[src/rtl/usb_rx_pkg.sv]
// usb_rx_pkg: shared types and frame constants for the USB full-speed receive bit timer.
// The 25-clock frame carries three bits of 8, 8 and 9 clocks.
`default_nettype none

package usb_rx_pkg;

  typedef logic [4:0] phase_t;
  typedef logic [3:0] bitcnt_t;

  localparam int     FRAME_LEN  = 25;
  localparam phase_t PHASE_LAST = phase_t'(FRAME_LEN - 1);
  localparam phase_t BIT_BND0   = 5'd0;
  localparam phase_t BIT_BND1   = 5'd8;
  localparam phase_t BIT_BND2   = 5'd16;

  function automatic logic is_sample_point(input phase_t p, input int offset);
    return (p == BIT_BND0 + phase_t'(offset)) ||
           (p == BIT_BND1 + phase_t'(offset)) ||
           (p == BIT_BND2 + phase_t'(offset));
  endfunction

endpackage

`default_nettype wire

[src/rtl/rx_bit_counter.sv]
// rx_bit_counter: counts non-stuffed bits and pulses o_byte_received on the last bit of each byte.
`default_nettype none

module rx_bit_counter
  import usb_rx_pkg::*;
#(
  parameter int BITS_PER_BYTE = 8
) (
  input  logic       clk,
  input  logic       n_rst,
  input  logic       i_shift_hit,
  input  logic       i_clear,
  output logic [3:0] o_bit_count,
  output logic       o_byte_received
);

  localparam bitcnt_t LAST_BIT = bitcnt_t'(BITS_PER_BYTE - 1);

  bitcnt_t r_bit_count;
  logic    r_byte_received;

  // Clearing discards a partial byte without ever reporting it.
  always_ff @(posedge clk or negedge n_rst) begin
    if (!n_rst) begin
      r_bit_count     <= '0;
      r_byte_received <= 1'b0;
    end else if (i_clear) begin
      r_bit_count     <= '0;
      r_byte_received <= 1'b0;
    end else begin
      r_byte_received <= 1'b0;
      if (i_shift_hit) begin
        if (r_bit_count == LAST_BIT) begin
          r_bit_count     <= '0;
          r_byte_received <= 1'b1;
        end else begin
          r_bit_count <= r_bit_count + 4'd1;
        end
      end
    end
  end

  assign o_bit_count     = r_bit_count;
  assign o_byte_received = r_byte_received;

endmodule

`default_nettype wire

[src/rtl/rx_bit_timer.sv]
// rx_bit_timer: recovers 12 Mbps receive bit timing from a 25-clock, three-bit phase frame.
// Define RX_TIMER_RESYNC_EN to re-align the phase on every line transition (d_edge).
`default_nettype none

module rx_bit_timer
  import usb_rx_pkg::*;
#(
  parameter int SAMPLE_OFFSET = 3,
  parameter int BITS_PER_BYTE = 8
) (
  input  logic       clk,
  input  logic       n_rst,
  input  logic       i_receiving,
  input  logic       i_d_edge,
  input  logic       i_unstuff,
  output logic       o_sample_strobe,
  output logic       o_shift_enable,
  output logic       o_byte_received,
  output logic [3:0] o_bit_count,
  output logic [4:0] o_phase
);

  phase_t r_phase;
  phase_t w_phase_next;
  logic   w_resync;
  logic   w_hit;
  logic   w_shift_hit;
  logic   r_sample_strobe;
  logic   r_shift_enable;

`ifdef RX_TIMER_RESYNC_EN
  assign w_resync = i_d_edge & i_receiving;
`else
  logic w_unused_d_edge;
  assign w_unused_d_edge = i_d_edge;
  assign w_resync        = 1'b0;
`endif

  // An edge cycle is treated as phase 0, so the following cycle is phase 1.
  always_comb begin
    w_phase_next = r_phase;
    if (!i_receiving)
      w_phase_next = '0;
    else if (w_resync)
      w_phase_next = 5'd1;
    else if (r_phase == PHASE_LAST)
      w_phase_next = '0;
    else
      w_phase_next = r_phase + 5'd1;
  end

  assign w_hit       = i_receiving && is_sample_point(r_phase, SAMPLE_OFFSET) && !w_resync;
  assign w_shift_hit = w_hit && !i_unstuff;

  always_ff @(posedge clk or negedge n_rst) begin
    if (!n_rst) begin
      r_phase         <= '0;
      r_sample_strobe <= 1'b0;
      r_shift_enable  <= 1'b0;
    end else begin
      r_phase         <= w_phase_next;
      r_sample_strobe <= w_hit;
      r_shift_enable  <= w_shift_hit;
    end
  end

  rx_bit_counter #(
    .BITS_PER_BYTE(BITS_PER_BYTE)
  ) u_bit_counter (
    .clk            (clk),
    .n_rst          (n_rst),
    .i_shift_hit    (w_shift_hit),
    .i_clear        (!i_receiving),
    .o_bit_count    (o_bit_count),
    .o_byte_received(o_byte_received)
  );

  assign o_sample_strobe = r_sample_strobe;
  assign o_shift_enable  = r_shift_enable;
  assign o_phase         = r_phase;

endmodule

`default_nettype wire

[config.mk]
export PLATFORM = sky130hd
export DESIGN_NAME = rx_bit_timer
export DESIGN_NICKNAME = d
export VERILOG_FILES = /design/src/rtl/usb_rx_pkg.sv /design/src/rtl/rx_bit_counter.sv /design/src/rtl/rx_bit_timer.sv
export SDC_FILE = /design/constraint.sdc
export NUM_CORES = 1
export LEC_CHECK = 0
export CAP_MARGIN = 20
export CORE_MARGIN = 5
export CORE_UTILIZATION = 40
export DETAILED_ROUTE_END_ITERATION = 12
export GPL_TIMING_DRIVEN = 0
export PLACE_DENSITY = 0.7
export RECOVER_POWER = 25
export SLEW_MARGIN = 20
export SYNTH_ARGS = -nofsm -noshare
export SYNTH_HDL_FRONTEND = slang
export SYNTH_SLANG_ARGS = --single-unit
[constraint.sdc]
create_clock -name clk -period 2.5 [get_ports clk]
set_input_delay 0.75 -clock clk [delete_from_list [all_inputs] [get_ports clk]]
set_output_delay 0.75 -clock clk [all_outputs]
set_load 0.03 [all_outputs]
---- Yosys cells after proc, flatten, opt, wreduce, memory -nomap -nowiden ----
Cells that the tools add are included.
operators by class
  $add $sub $neg .......................... 2
  equal/unequal tests ..................... 6
  muxes and demuxes ....................... 8
  reduce and logical (&&, ||, !) cells .... 5
operators with widths
  operator                                                          count
  4-bit 2-to-1 mux                                                  3
  5-bit == test (second input constant)                             2
  5-bit 2-to-1 mux                                                  2
  5-bit by 1-bit adder with 5-bit output (second input constant)    1
  5-bit by 2-bit == test with 1-bit output (second input constant)  1
  5-bit by 4-bit == test with 1-bit output (second input constant)  1
  4-bit by 1-bit adder with 4-bit output (second input constant)    1
  4-bit by 3-bit == test with 1-bit output (second input constant)  1
  1-bit 2-to-1 mux                                                  3
  1-bit logical AND                                                 2
  1-bit logical OR                                                  2
  2-bit by 1-bit != test with 1-bit output (second input constant)  1
  1-bit zero test                                                   1
storage, ports and cells
  bits in registers ....................... 12
  bits of input ports ..................... 5
  logic and storage cells ................. 26

---- Logic depth before layout (Yosys ltp) ----
Gate-level depths: netlist (run 1).
  depth in word-level cells ............... 7
  mapped depth ............................ 5
  gate-level depth less buffers ........... 5

---- Modules after synthesis ----
From an unflattened synthesis (run 1), not the netlist that was laid out.
second synthesis, totals
  cells, all modules ...................... 49
  area, all modules ....................... 555.5 µm²
by module, submodules not included
  module          instances  cells each  area each (µm²)  seq. area each (µm²)
  rx_bit_timer    1          28          301.5            175.2
  rx_bit_counter  1          21          254.0            125.1

---- Worst setup path after synthesis (run 1) ----
No wires, ideal clock.
  kind .................................... reg2reg
  from .................................... register r_phase[0] (netlist: o_phase[0])
  to ...................................... register u_bit_counter.r_bit_count[0] (netlist: u_bit_counter.o_bit_count[0])
  library setup time ...................... 0.141 ns
  arrival time ............................ 1.274 ns
  setup slack ............................. 1.086 ns
  stages on the path, launching flop included .. 5
  path buffers ............................ 0
  clock period less this slack ............ 1.414 ns
  path through ............................ dfrtp_1 -> ha_1 -> and4bb_1 -> nand2_2 -> mux2i_1
on the way
  cells in the longest elaborated chain, start to end .. 6
  elaborated cells between the ends (all ways) .. 8
  classes of those cells .................. eq/ne: 4; reduce/logical: 4
RTL lines
  item                                                                                                         RTL line                            text
  start, declared                                                                                              rx_bit_timer.sv:23                  phase_t r_phase;
  start signal, assigned                                                                                       rx_bit_timer.sv:61                  r_phase <= w_phase_next;
  5-bit by 2-bit == test with 1-bit output / 5-bit by 4-bit == test with 1-bit output (equally long branches)  usb_rx_pkg.sv:17, usb_rx_pkg.sv:18
  1-bit logical OR                                                                                             usb_rx_pkg.sv:17                    return (p == BIT_BND0 + phase_t'(offset)) ||
  1-bit logical OR (*)                                                                                         usb_rx_pkg.sv:18                    (p == BIT_BND1 + phase_t'(offset)) ||
  1-bit logical AND (*)                                                                                        rx_bit_timer.sv:52                  assign w_hit = i_receiving && is_sample_point(r_phase, SAMPLE_OFFSET) && !w_resync;
  1-bit logical AND (*)                                                                                        rx_bit_timer.sv:53                  assign w_shift_hit = w_hit && !i_unstuff;
  2-bit by 1-bit != test with 1-bit output (no source line) (*)                                                -
  end signal, assigned                                                                                         rx_bit_counter.sv:37                r_bit_count <= r_bit_count + 4'd1;
  end, declared                                                                                                rx_bit_counter.sv:19                bitcnt_t r_bit_count;
Mark *: on every way between the ends. The rest lies on a longest branch, timed or not.
A chain may end at the register's enable or synchronous reset.

---- Worst setup path after layout (run 1) ----
  from .................................... register r_phase[2] (netlist: o_phase[2])
  to ...................................... output o_phase[2]
RTL lines
  item           RTL line            text
  end, declared  rx_bit_timer.sv:20  output logic [4:0] o_phase
No word-level cell between the ends.

==> impl_results.html, run 1 <==
<table>
<tr><th>Metric</th><th>Value</th></tr>
<tr><th colspan="2">Outcome</th></tr>
<tr><td>Result of the run</td><td>finished clean</td></tr>
<tr><th colspan="2">Layout</th></tr>
<tr><td>Number of non-filler instances in the completed layout</td><td>84</td></tr>
<tr><td>Finished Core Util</td><td>0.576</td></tr>
<tr><td>Most common library cell in the layout ignoring fill and taps</td><td>clkdlybuf4s50_1</td></tr>
<tr><td>Storage element area</td><td>300 um2</td></tr>
<tr><td>Syn-to-layout area delta</td><td>37.7%</td></tr>
<tr><td>Commonest cells after routing, fill and taps aside</td><td>clkdlybuf4s50_1 (14), dfrtp_1 (12), nand2_1 (6)</td></tr>
<tr><td>Number of fill cells</td><td>125</td></tr>
<tr><td>Ant diodes</td><td>0</td></tr>
<tr><td>Net count, final</td><td>78</td></tr>
<tr><td>Final non-filler cell area</td><td>749 um2</td></tr>
<tr><td>Area occupied by multi-input gates</td><td>229 um2</td></tr>
<tr><td>Share of cells above drive strength 1</td><td>0.101</td></tr>
<tr><th colspan="2">Worst hold path</th></tr>
<tr><td>Startpoint of the tightest hold check path</td><td>u_bit_counter.o_bit_count[3]</td></tr>
<tr><td>Min-Delay Path Class</td><td>flop to flop</td></tr>
<tr><td>Hold depth</td><td>1</td></tr>
<tr><td>End of the worst hold path</td><td>u_bit_counter.o_byte_received</td></tr>
<tr><th colspan="2">STA</th></tr>
<tr><td>RSZ-0062 raised after global routing</td><td>no</td></tr>
<tr><td>Slew at the pin with the worst max-slew slack</td><td>537 ps</td></tr>
<tr><td>Setup TNS</td><td>0 ps</td></tr>
<tr><td>Final min period</td><td>2180 ps</td></tr>
<tr><td>Fin crit share</td><td>0.872</td></tr>
<tr><td>Smallest hold slack</td><td>487 ps</td></tr>
<tr><td>Final-report setup violation count</td><td>0</td></tr>
<tr><td>Tightest slew margin relative to the limit</td><td>0.640</td></tr>
<tr><td>Number of pins with negative max-slew slack in the final report</td><td>0</td></tr>
<tr><td>F_max</td><td>459 MHz</td></tr>
<tr><td>Worst clock skew on the final layout</td><td>6.87 ps</td></tr>
<tr><td>Crit path setup slack, layout</td><td>319 ps</td></tr>
<tr><td>Count of endpoints failing hold in the final timing report</td><td>0</td></tr>
<tr><th colspan="2">Run</th></tr>
<tr><td>MaxCap Viol Count</td><td>0</td></tr>
<tr><th colspan="2">Yosys</th></tr>
<tr><td>Netlist Area Pre-Place</td><td>544 um2</td></tr>
<tr><td>Basic-gate share of the synthesized area counting and, or, nand and nor cells</td><td>0.221</td></tr>
<tr><td>Number of synthesis warnings</td><td>0</td></tr>
<tr><td>Area fraction in compound gates after synthesis</td><td>0.00920</td></tr>
<tr><td>Portion of the post-synthesis area used by sequential elements</td><td>0.552</td></tr>
<tr><td>Number of distinct library cells after synthesis</td><td>17</td></tr>
<tr><td>Post-Synth XOR/XNOR Area</td><td>0.0483</td></tr>
<tr><td>Dominant combinational cell family by area after synthesis</td><td>simple AND/OR/NAND/NOR gates</td></tr>
<tr><td>Area leader, netlist</td><td>dfrtp_1</td></tr>
<tr><td>Nets in the synthesized netlist</td><td>58</td></tr>
<tr><td>Syn Inst Count</td><td>50</td></tr>
<tr><td>Share of cell area taken by muxes after synthesis</td><td>0.0736</td></tr>
<tr><td>Adder-cell share of the synthesized area</td><td>0.0690</td></tr>
<tr><td>Syn avg cell area</td><td>10.9 um2</td></tr>
<tr><td>Top post-synthesis cells by area</td><td>dfrtp_1 (55%), mux2i_1 (7.4%), ha_1 (6.9%), nand3_1 (4.6%), nand2_1 (4.1%)</td></tr>
<tr><td>Register bit count reported by yosys</td><td>12</td></tr>
<tr><td>Share of the synthesized area in the top cell type</td><td>0.552</td></tr>
<tr><th colspan="2">Critical path</th></tr>
<tr><td>Critical Path Fanout Max</td><td>7</td></tr>
<tr><td>Flop-to-flop setup slack</td><td>1180 ps</td></tr>
<tr><td>Worst setup path category</td><td>flop to output pin</td></tr>
<tr><td>Worst-path cell chain</td><td>clkdlybuf4s50_1</td></tr>
<tr><td>Worst setup SP type</td><td>flop</td></tr>
<tr><td>WP data required</td><td>1750 ps</td></tr>
<tr><td>CP Capture Type</td><td>output pin</td></tr>
<tr><td>Destination of the worst register-to-register timing path</td><td>u_bit_counter.o_bit_count[1]</td></tr>
<tr><td>CP top delay family</td><td>buffers and inverters</td></tr>
<tr><td>Stage delay of the slowest cell on the critical path</td><td>710 ps</td></tr>
<tr><td>R2r worst-path depth</td><td>4</td></tr>
<tr><td>Reg2Reg Launch Point</td><td>o_phase[0]</td></tr>
<tr><td>Slowest-stage cell, CP</td><td>clkdlybuf4s50_1</td></tr>
<tr><td>CP Data Arrival Time</td><td>1430 ps</td></tr>
<tr><td>Buf+Inv Stages, Crit Path</td><td>1</td></tr>
<tr><th colspan="2">Placement</th></tr>
<tr><td>Post-placement worst setup slack</td><td>459 ps</td></tr>
<tr><td>Placed cell area</td><td>713 um2</td></tr>
<tr><td>Detail Placement HPWL</td><td>729 um</td></tr>
<tr><td>Routability congestion estimate</td><td>0.691</td></tr>
<tr><td>Number of placed instances, taps included</td><td>80</td></tr>
<tr><td>Quantity of I/O buffers inserted on ports</td><td>15</td></tr>
<tr><th colspan="2">Floorplan</th></tr>
<tr><td>Boundary Pins</td><td>17</td></tr>
<tr><td>Row count</td><td>13</td></tr>
<tr><td>Die Span X</td><td>46.9 um</td></tr>
<tr><td>Die footprint</td><td>2200 um2</td></tr>
<tr><td>Core Area</td><td>1300 um2</td></tr>
<tr><td>Initial core utilization</td><td>0.418</td></tr>
<tr><td>Y dimension of the die</td><td>46.9 um</td></tr>
<tr><th colspan="2">Global routing</th></tr>
<tr><td>Number of global-route vias before repair</td><td>373</td></tr>
<tr><td>Antenna violations before repair</td><td>0</td></tr>
<tr><td>Global-route wire length before repair</td><td>1.70 mm</td></tr>
<tr><td>Maximum number of pins on one net before global-route repair</td><td>13</td></tr>
<tr><td>Total congestion overflow after global routing</td><td>0</td></tr>
<tr><td>Gr usage total</td><td>0.108</td></tr>
<tr><th colspan="2">Drt</th></tr>
<tr><td>Post-DRT Antenna Nets</td><td>0</td></tr>
<tr><td>Pre-Repair DR Iteration Count</td><td>4</td></tr>
<tr><td>Post-detailed-route wirelength per cell</td><td>11.4 um</td></tr>
<tr><td>Total wire length</td><td>955 um</td></tr>
<tr><td>Vias per std cell</td><td>4.62</td></tr>
<tr><td>Drc violations</td><td>0</td></tr>
<tr><td>Total via count after detailed routing</td><td>388</td></tr>
<tr><td>Iteration-0 DRC Markers</td><td>1</td></tr>
<tr><th colspan="2">Clock network</th></tr>
<tr><td>CTS tree</td><td>yes</td></tr>
<tr><td>CTS buffer count</td><td>3</td></tr>
<tr><td>H-Tree Depth</td><td>1</td></tr>
<tr><td>Buffers inserted during post-CTS setup optimization</td><td>0</td></tr>
<tr><td>Maximum count of clock buffers along a single path</td><td>2</td></tr>
<tr><td>Clock root buffer master</td><td>clkbuf_4</td></tr>
<tr><td>Hold buffer count at cts</td><td>0</td></tr>
<tr><td>Clock input transition at the sequential cells of the worst setup and hold paths</td><td>80 ps</td></tr>
<tr><td>Clock sink count</td><td>12</td></tr>
<tr><td>Later-pin clock latency in the skew report</td><td>270 ps</td></tr>
<tr><td>Cells resized by post-CTS repair</td><td>0</td></tr>
<tr><th colspan="2">Pwr</th></tr>
<tr><td>Share of power burned in combinational logic</td><td>0.111</td></tr>
<tr><td>Largest vdd supply drop</td><td>0.455 mV</td></tr>
<tr><td>Internal cell power</td><td>0.307 mW</td></tr>
<tr><td>Fraction of power consumed by the clock network</td><td>0.380</td></tr>
<tr><td>P_leak</td><td>0.377 nW</td></tr>
<tr><td>Sw power</td><td>0.0954 mW</td></tr>
<tr><td>Sw frac</td><td>0.237</td></tr>
<tr><td>Power Density</td><td>537 nW/um2</td></tr>
<tr><td>Seq pwr share</td><td>0.509</td></tr>
<tr><td>Overall power consumption</td><td>0.402 mW</td></tr>
</table>
==> state kept, by name, summed over array words and instances (netlist names) <==
register	count
o_sample_strobe	1
u_bit_counter.o_byte_received	1
o_shift_enable	1
o_phase	5
u_bit_counter.o_bit_count	4
==> routing by layer <==
metal,vias up,track usage,part of all wire
li1,200,-,-
met1,176,0.151,0.47
met2,10,0.157,0.45
met3,2,0.0383,0.064
met4,0,0.0331,0.0094
met5,-,0,0
==> cell usage after synthesis, drive strengths merged <==
master  number
nand2b       1
nand3        5
xnor2        1
xor2         2
mux2i        4
or2          1
ha           3
dfrtp       12
nor3         1
and2         1
inv          4
and4bb       1
and3         1
o21ai        1
nor2         5
nand2        7
==> cell families (layout without fill, tap and decap cells) <==
| group | count (synthesis) | in the layout |
|---|---|---|
| AOI/OAI and AO/OA | 1 | 1 |
| muxes | 4 | 4 |
| xor gates and xnor gates | 3 | 3 |
| and+or+nand+nor | 23 | 23 |
| buffers and inverters | 4 | 23 |
| adders and majority gates | 3 | 3 |
| DFF | 12 | 12 |
==> final cells by class <==
type                       count  area share
sequential                    12       0.401
timing repair buffer          15       0.200
tap                           15      0.0250
multi-input combinational     34       0.306
inverter                       4      0.0200
clock buffer                   4      0.0484
==> power groups by stage <==
stage | Sequential, mW | Combinational (mW) | Clock (mW)
5_1_grt | 0.206 | 0.0494 | 0.168
2_1_floorplan | 0.219 | 0.0123 | 0
6_report | 0.205 | 0.0445 | 0.153
3_5_place_dp | 0.209 | 0.0456 | 0
4_1_cts | 0.205 | 0.0458 | 0.156
3_3_place_gp | 0.209 | 0.0452 | 0
==> worst max-delay path by stage <==
stage,from,end,slack [ps],depth (start not counted)
floorplan,o_phase[0],u_bit_counter.o_bit_count[0],1090,4
global placement,i_receiving,u_bit_counter.o_bit_count[0],460,4
detailed placement,i_receiving,u_bit_counter.o_bit_count[1],460,4
CTS,o_phase[2],o_phase[2],310,1
global route,o_phase[2],o_phase[2],260,1
finish,o_phase[2],o_phase[2],320,1
(Power assumes the default switching activity.)
==> run 2: changes to the inputs <==
--- a/config.mk
+++ b/config.mk
@@ -9,7 +9,7 @@
 export CORE_MARGIN = 5
 export CORE_UTILIZATION = 40
 export DETAILED_ROUTE_END_ITERATION = 12
-export GPL_TIMING_DRIVEN = 0
+export GPL_TIMING_DRIVEN = 1
 export PLACE_DENSITY = 0.7
 export RECOVER_POWER = 25
 export SLEW_MARGIN = 20
==> run 2 against run 1 <==
Net effect: final cell count did not move; register-to-register slack hardly changed; first-iteration DRC count rose to 4.0 times the previous value; non-clock buffer count up 1; die area did not move; core utilization fell by 0.48 points; largest cell class unchanged.
==> impl_results.html, run 2 (synthesized netlist as in run 1, its figures left out) <==
<table>
<tr><th>Metric</th><th>Value</th></tr>
<tr><th colspan="2">Outcome</th></tr>
<tr><td>Result of the run</td><td>finished clean</td></tr>
<tr><th colspan="2">Drt</th></tr>
<tr><td>Pre-Repair DR Iteration Count</td><td>2</td></tr>
<tr><td>Total via count after detailed routing</td><td>410</td></tr>
<tr><td>Post-detailed-route wirelength per cell</td><td>11.5 um</td></tr>
<tr><td>Drc violations</td><td>0</td></tr>
<tr><td>Post-DRT Antenna Nets</td><td>0</td></tr>
<tr><td>Vias per std cell</td><td>4.88</td></tr>
<tr><td>Iteration-0 DRC Markers</td><td>4</td></tr>
<tr><td>Total wire length</td><td>964 um</td></tr>
<tr><th colspan="2">Critical path</th></tr>
<tr><td>CP top delay family</td><td>buffers and inverters</td></tr>
<tr><td>Stage delay of the slowest cell on the critical path</td><td>710 ps</td></tr>
<tr><td>Slowest-stage cell, CP</td><td>clkdlybuf4s50_1</td></tr>
<tr><td>WP data required</td><td>1750 ps</td></tr>
<tr><td>Critical Path Fanout Max</td><td>7</td></tr>
<tr><td>Worst setup SP type</td><td>flop</td></tr>
<tr><td>Worst setup path category</td><td>flop to output pin</td></tr>
<tr><td>Worst-path cell chain</td><td>clkdlybuf4s50_1</td></tr>
<tr><td>CP Capture Type</td><td>output pin</td></tr>
<tr><td>Buf+Inv Stages, Crit Path</td><td>1</td></tr>
<tr><td>CP Data Arrival Time</td><td>1430 ps</td></tr>
<tr><th colspan="2">Clock network</th></tr>
<tr><td>Buffers inserted during post-CTS setup optimization</td><td>0</td></tr>
<tr><td>H-Tree Depth</td><td>1</td></tr>
<tr><td>Clock root buffer master</td><td>clkbuf_4</td></tr>
<tr><td>Later-pin clock latency in the skew report</td><td>260 ps</td></tr>
<tr><td>Maximum count of clock buffers along a single path</td><td>2</td></tr>
<tr><td>Hold buffer count at cts</td><td>0</td></tr>
<tr><td>CTS buffer count</td><td>3</td></tr>
<tr><td>CTS tree</td><td>yes</td></tr>
<tr><td>Clock input transition at the sequential cells of the worst setup and hold paths</td><td>70 ps</td></tr>
<tr><td>Cells resized by post-CTS repair</td><td>0</td></tr>
<tr><td>Clock sink count</td><td>12</td></tr>
<tr><th colspan="2">Global routing</th></tr>
<tr><td>Gr usage total</td><td>0.122</td></tr>
<tr><td>Number of global-route vias before repair</td><td>395</td></tr>
<tr><td>Antenna violations before repair</td><td>0</td></tr>
<tr><td>Global-route wire length before repair</td><td>1.79 mm</td></tr>
<tr><td>Maximum number of pins on one net before global-route repair</td><td>13</td></tr>
<tr><td>Total congestion overflow after global routing</td><td>0</td></tr>
<tr><th colspan="2">Pwr</th></tr>
<tr><td>Largest vdd supply drop</td><td>0.286 mV</td></tr>
<tr><td>Power Density</td><td>490 nW/um2</td></tr>
<tr><td>P_leak</td><td>0.374 nW</td></tr>
<tr><th colspan="2">Floorplan</th></tr>
<tr><td>Die footprint</td><td>2200 um2</td></tr>
<tr><td>Y dimension of the die</td><td>46.9 um</td></tr>
<tr><td>Die Span X</td><td>46.9 um</td></tr>
<tr><td>Core Area</td><td>1300 um2</td></tr>
<tr><td>Boundary Pins</td><td>17</td></tr>
<tr><td>Initial core utilization</td><td>0.418</td></tr>
<tr><td>Row count</td><td>13</td></tr>
<tr><th colspan="2">Layout</th></tr>
<tr><td>Net count, final</td><td>79</td></tr>
<tr><td>Commonest cells after routing, fill and taps aside</td><td>clkdlybuf4s50_1 (14), dfrtp_1 (12), nand2_1 (6)</td></tr>
<tr><td>Ant diodes</td><td>0</td></tr>
<tr><td>Share of cells above drive strength 1</td><td>0.101</td></tr>
<tr><td>Syn-to-layout area delta</td><td>36.6%</td></tr>
<tr><td>Number of flip-flops under the largest register name</td><td>5</td></tr>
<tr><td>Final non-filler cell area</td><td>743 um2</td></tr>
<tr><td>Most common library cell in the layout ignoring fill and taps</td><td>clkdlybuf4s50_1</td></tr>
<tr><th colspan="2">STA</th></tr>
<tr><td>Crit path setup slack, layout</td><td>321 ps</td></tr>
<tr><td>Number of pins with negative max-slew slack in the final report</td><td>0</td></tr>
<tr><td>F_max</td><td>459 MHz</td></tr>
<tr><td>Worst clock skew on the final layout</td><td>0.751 ps</td></tr>
<tr><td>Count of endpoints failing hold in the final timing report</td><td>0</td></tr>
<tr><td>RSZ-0062 raised after global routing</td><td>no</td></tr>
<tr><td>Final min period</td><td>2180 ps</td></tr>
<tr><td>Tightest slew margin relative to the limit</td><td>0.645</td></tr>
<tr><td>Slew at the pin with the worst max-slew slack</td><td>530 ps</td></tr>
<tr><td>Setup TNS</td><td>0 ps</td></tr>
<tr><td>Final-report setup violation count</td><td>0</td></tr>
<tr><td>Fin crit share</td><td>0.872</td></tr>
<tr><th colspan="2">Worst hold path</th></tr>
<tr><td>Min-Delay Path Class</td><td>flop to flop</td></tr>
<tr><th colspan="2">Placement</th></tr>
<tr><td>Placed cell area</td><td>721 um2</td></tr>
<tr><td>Quantity of I/O buffers inserted on ports</td><td>15</td></tr>
<tr><td>Routability congestion estimate</td><td>0.693</td></tr>
<tr><td>Detail Placement HPWL</td><td>752 um</td></tr>
<tr><td>Post-placement worst setup slack</td><td>599 ps</td></tr>
<tr><th colspan="2">Run</th></tr>
<tr><td>MaxCap Viol Count</td><td>0</td></tr>
</table>
run 2: cell count changes in the layout (fill, tap and decap cells not counted), sizes merged:
cell	previous run	this run
buf	0	1
clkbuf	4	3
run 2: area by class of cell:
| class | count | area, um2 |
|---|---|---|
| sequential | 12 | 300 |
| clock buffer | 3 | 22.5 |
| inverter | 4 | 15.0 |
| timing repair buffer | 16 | 158 |
| fill | 132 | 558 |
| tap | 15 | 18.8 |
| multi-input combinational | 34 | 229 |
run 2: through the flow:
step | power (mW) | hold slack [ps] | std cells | utilization
after floorplan | 0.231 | 454 | 50 | -
after global placement | 0.255 | 478 | 81 | 0.554
after detailed placement | 0.256 | 486 | 81 | 0.554
after CTS | 0.371 | 492 | 84 | 0.571
after global routing | 0.393 | 496 | 84 | 0.571
final | 0.364 | 490 | 84 | 0.571
run 2: final timing paths:
| kind | startpoint | end | slack (ps) | cells after the start |
|---|---|---|---|---|
| worst max register to register | o_phase[0] | u_bit_counter.o_bit_count[0] | 1180 | 4 |
| worst min register to register | u_bit_counter.o_bit_count[3] | u_bit_counter.o_byte_received | 490 | 1 |
| worst min-delay path | u_bit_counter.o_bit_count[3] | u_bit_counter.o_byte_received | 490 | 1 |
| max in group asynchronous | n_rst | o_shift_enable | 1250 | 1 |
| worst max-delay path | o_phase[2] | o_phase[2] | 320 | 1 |
| min in group asynchronous | n_rst | o_phase[0] | 900 | 1 |
run 2: power by group:
group / total, mW / switching, mW / internal, mW
logic: 0.0462 / 0.0256 / 0.0206
clock network: 0.113 / 0.0570 / 0.0557
registers: 0.205 / 0.00594 / 0.199
total: 0.364 / 0.0885 / 0.276
run 2: per-layer routing:
layer | part of all wire | global-route usage
met1 | 0.44 | 0.144
met2 | 0.48 | 0.176
met3 | 0.061 | 0.0536
met4 | 0.015 | 0.0829
met5 | 0 | 0
==> run 3: changes to the inputs <==
--- a/config.mk
+++ b/config.mk
@@ -7,10 +7,9 @@
 export LEC_CHECK = 0
 export CAP_MARGIN = 20
 export CORE_MARGIN = 5
-export CORE_UTILIZATION = 40
+export CORE_UTILIZATION = 39
 export DETAILED_ROUTE_END_ITERATION = 12
-export GPL_TIMING_DRIVEN = 1
-export PLACE_DENSITY = 0.7
+export PLACE_DENSITY = 0.72
 export RECOVER_POWER = 25
 export SLEW_MARGIN = 20
 export SYNTH_ARGS = -nofsm -noshare
==> constraint.sdc (replaced) <==
create_clock -name clk -period 2 [get_ports clk]
set_input_delay 0.6 -clock clk [delete_from_list [all_inputs] [get_ports clk]]
set_output_delay 0.6 -clock clk [all_outputs]
set_load 0.03 [all_outputs]
==> run 3 against run 2 <==
Net effect: routed wire length up 0.73%; non-clock buffer count unchanged; register-to-register slack worse by 500 ps; core utilization up 1.6 points; flip-flop and latch count unchanged; critical path type unchanged; critical endpoint is now o_phase[4]; largest cell class unchanged.
==> impl_results.html, run 3 (synthesized netlist as in run 1, its figures left out) <==
<table>
<tr><th>Metric</th><th>Value</th></tr>
<tr><th colspan="2">Layout</th></tr>
<tr><td>Ant diodes</td><td>0</td></tr>
<tr><td>Number of flip-flops under the largest register name</td><td>5</td></tr>
<tr><td>Finished Core Util</td><td>0.587</td></tr>
<tr><td>Net count, final</td><td>79</td></tr>
<tr><td>Syn-to-layout area delta</td><td>42.1%</td></tr>
<tr><td>Most common library cell in the layout ignoring fill and taps</td><td>dfrtp_1</td></tr>
<tr><td>Share of cells above drive strength 1</td><td>0.114</td></tr>
<tr><td>Commonest cells after routing, fill and taps aside</td><td>dfrtp_1 (12), dlymetal6s2s_1 (7), nand2_1 (6), clkdlybuf4s50_1 (6)</td></tr>
<tr><th colspan="2">Global routing</th></tr>
<tr><td>Antenna violations before repair</td><td>0</td></tr>
<tr><td>Total congestion overflow after global routing</td><td>0</td></tr>
<tr><td>Number of global-route vias before repair</td><td>384</td></tr>
<tr><td>Maximum number of pins on one net before global-route repair</td><td>13</td></tr>
<tr><td>Global-route wire length before repair</td><td>1.73 mm</td></tr>
<tr><td>Gr usage total</td><td>0.116</td></tr>
<tr><th colspan="2">Critical path</th></tr>
<tr><td>R2r worst-path depth</td><td>4</td></tr>
<tr><td>Worst-path cell chain</td><td>clkdlybuf4s50_1</td></tr>
<tr><td>WP data required</td><td>1400 ps</td></tr>
<tr><td>Path length in cells of the critical path</td><td>1</td></tr>
<tr><td>Buf+Inv Stages, Crit Path</td><td>1</td></tr>
<tr><td>CP Capture Type</td><td>output pin</td></tr>
<tr><td>CP top delay family</td><td>buffers and inverters</td></tr>
<tr><td>Worst setup SP type</td><td>flop</td></tr>
<tr><td>Stage delay of the slowest cell on the critical path</td><td>680 ps</td></tr>
<tr><td>Worst setup path category</td><td>flop to output pin</td></tr>
<tr><td>Critical Path Fanout Max</td><td>3</td></tr>
<tr><td>Slowest-stage cell, CP</td><td>clkdlybuf4s50_1</td></tr>
<tr><td>CP Data Arrival Time</td><td>1340 ps</td></tr>
<tr><th colspan="2">Pwr</th></tr>
<tr><td>P_leak</td><td>0.506 nW</td></tr>
<tr><td>Largest vdd supply drop</td><td>0.415 mV</td></tr>
<tr><td>Power Density</td><td>648 nW/um2</td></tr>
<tr><th colspan="2">STA</th></tr>
<tr><td>Final-report setup violation count</td><td>0</td></tr>
<tr><td>Worst clock skew on the final layout</td><td>3.11 ps</td></tr>
<tr><td>Final min period</td><td>1940 ps</td></tr>
<tr><td>Count of endpoints failing hold in the final timing report</td><td>0</td></tr>
<tr><td>Slew at the pin with the worst max-slew slack</td><td>528 ps</td></tr>
<tr><td>Number of pins with negative max-slew slack in the final report</td><td>0</td></tr>
<tr><td>F_max</td><td>517 MHz</td></tr>
<tr><td>Setup TNS</td><td>0 ps</td></tr>
<tr><td>RSZ-0062 raised after global routing</td><td>no</td></tr>
<tr><td>Fin crit share</td><td>0.968</td></tr>
<tr><td>Tightest slew margin relative to the limit</td><td>0.647</td></tr>
<tr><th colspan="2">Clock network</th></tr>
<tr><td>Cells resized by post-CTS repair</td><td>1</td></tr>
<tr><td>H-Tree Depth</td><td>1</td></tr>
<tr><td>Clock sink count</td><td>12</td></tr>
<tr><td>Clock input transition at the sequential cells of the worst setup and hold paths</td><td>70 ps</td></tr>
<tr><td>Hold buffer count at cts</td><td>0</td></tr>
<tr><td>CTS buffer count</td><td>3</td></tr>
<tr><td>Later-pin clock latency in the skew report</td><td>270 ps</td></tr>
<tr><td>Buffers inserted during post-CTS setup optimization</td><td>0</td></tr>
<tr><td>Maximum count of clock buffers along a single path</td><td>2</td></tr>
<tr><td>CTS tree</td><td>yes</td></tr>
<tr><td>Clock root buffer master</td><td>clkbuf_4</td></tr>
<tr><th colspan="2">Drt</th></tr>
<tr><td>Met2 layer wire length in the routed design</td><td>449 um</td></tr>
<tr><td>Post-DRT Antenna Nets</td><td>0</td></tr>
<tr><td>Drc violations</td><td>0</td></tr>
<tr><td>WL met3</td><td>57 um</td></tr>
<tr><td>Post-detailed-route wirelength per cell</td><td>11.4 um</td></tr>
<tr><td>Iteration-0 DRC Markers</td><td>2</td></tr>
<tr><td>Highest metal used</td><td>met4</td></tr>
<tr><td>Total via count after detailed routing</td><td>420</td></tr>
<tr><td>Pre-Repair DR Iteration Count</td><td>4</td></tr>
<tr><td>Vias per std cell</td><td>4.94</td></tr>
<tr><td>Total wire length</td><td>971 um</td></tr>
<tr><td>Wire length the detailed router placed on met1</td><td>443 um</td></tr>
<tr><th colspan="2">Floorplan</th></tr>
<tr><td>Initial core utilization</td><td>0.413</td></tr>
<tr><td>Core Area</td><td>1320 um2</td></tr>
<tr><td>Row count</td><td>13</td></tr>
<tr><td>Die footprint</td><td>2240 um2</td></tr>
<tr><td>Die Span X</td><td>47.4 um</td></tr>
<tr><td>Y dimension of the die</td><td>47.4 um</td></tr>
<tr><td>Boundary Pins</td><td>17</td></tr>
<tr><th colspan="2">Placement</th></tr>
<tr><td>Routability congestion estimate</td><td>0.678</td></tr>
<tr><td>Quantity of I/O buffers inserted on ports</td><td>15</td></tr>
<tr><td>Detail Placement HPWL</td><td>772 um</td></tr>
<tr><th colspan="2">Worst hold path</th></tr>
<tr><td>Min-Delay Path Class</td><td>flop to flop</td></tr>
<tr><td>Hold depth</td><td>1</td></tr>
<tr><th colspan="2">Outcome</th></tr>
<tr><td>Result of the run</td><td>finished clean</td></tr>
<tr><th colspan="2">Run</th></tr>
<tr><td>MaxCap Viol Count</td><td>0</td></tr>
</table>
## run 3: cell types whose count changed in the layout (fill, tap and decap cells not counted)
cell,before,now
clkbuf_8,0,1
clkdlybuf4s50_1,14,6
dlygate4sd2_1,0,1
dlymetal6s2s_1,0,7
## run 3: report_power, final
part,internal (mW),switching [mW],total (mW)
logic,0.0241,0.0321,0.0562
registers,0.249,0.00720,0.256
clock network,0.111,0.0783,0.189
## run 3: path summary, 6_finish.rpt
kind	start	end	slack, ps
max in group asynchronous	n_rst	o_phase[2]	910
min in group asynchronous	n_rst	o_sample_strobe	740
min reg2reg	u_bit_counter.o_bit_count[3]	u_bit_counter.o_byte_received	490
min	u_bit_counter.o_bit_count[3]	u_bit_counter.o_byte_received	490
max reg2reg	o_phase[0]	u_bit_counter.o_bit_count[1]	680
max	o_phase[4]	o_phase[4]	60
## run 3: cell type report
cell class | count | area (um2)
fill | 116 | 544
multi-input combinational | 34 | 229
tap | 15 | 18.8
sequential | 12 | 300
inverter | 4 | 15.0
timing repair buffer | 16 | 174
clock buffer | 4 | 36.3
## run 3: stage by stage
| stage | setup slack (ps) | area, um2 | hold WS, ps | power (mW) | std cells |
|---|---|---|---|---|---|
| final | 64.3 | 773 | 485 | 0.501 | 85 |
| after global routing | 3.14 | 773 | 502 | 0.529 | 85 |
| after CTS | 9.74 | 756 | 491 | 0.508 | 85 |
| after detailed placement | 245 | 721 | 481 | 0.320 | 81 |
| after global placement | 250 | 721 | 474 | 0.319 | 81 |
| after floorplan | 586 | 544 | 304 | 0.289 | 50 |
## run 3: per-layer routing
layer,vias to the layer above,GRT usage
met2,13,0.174
met1,197,0.146
met4,0,0.0663
met3,4,0.0383
li1,206,-
met5,-,0
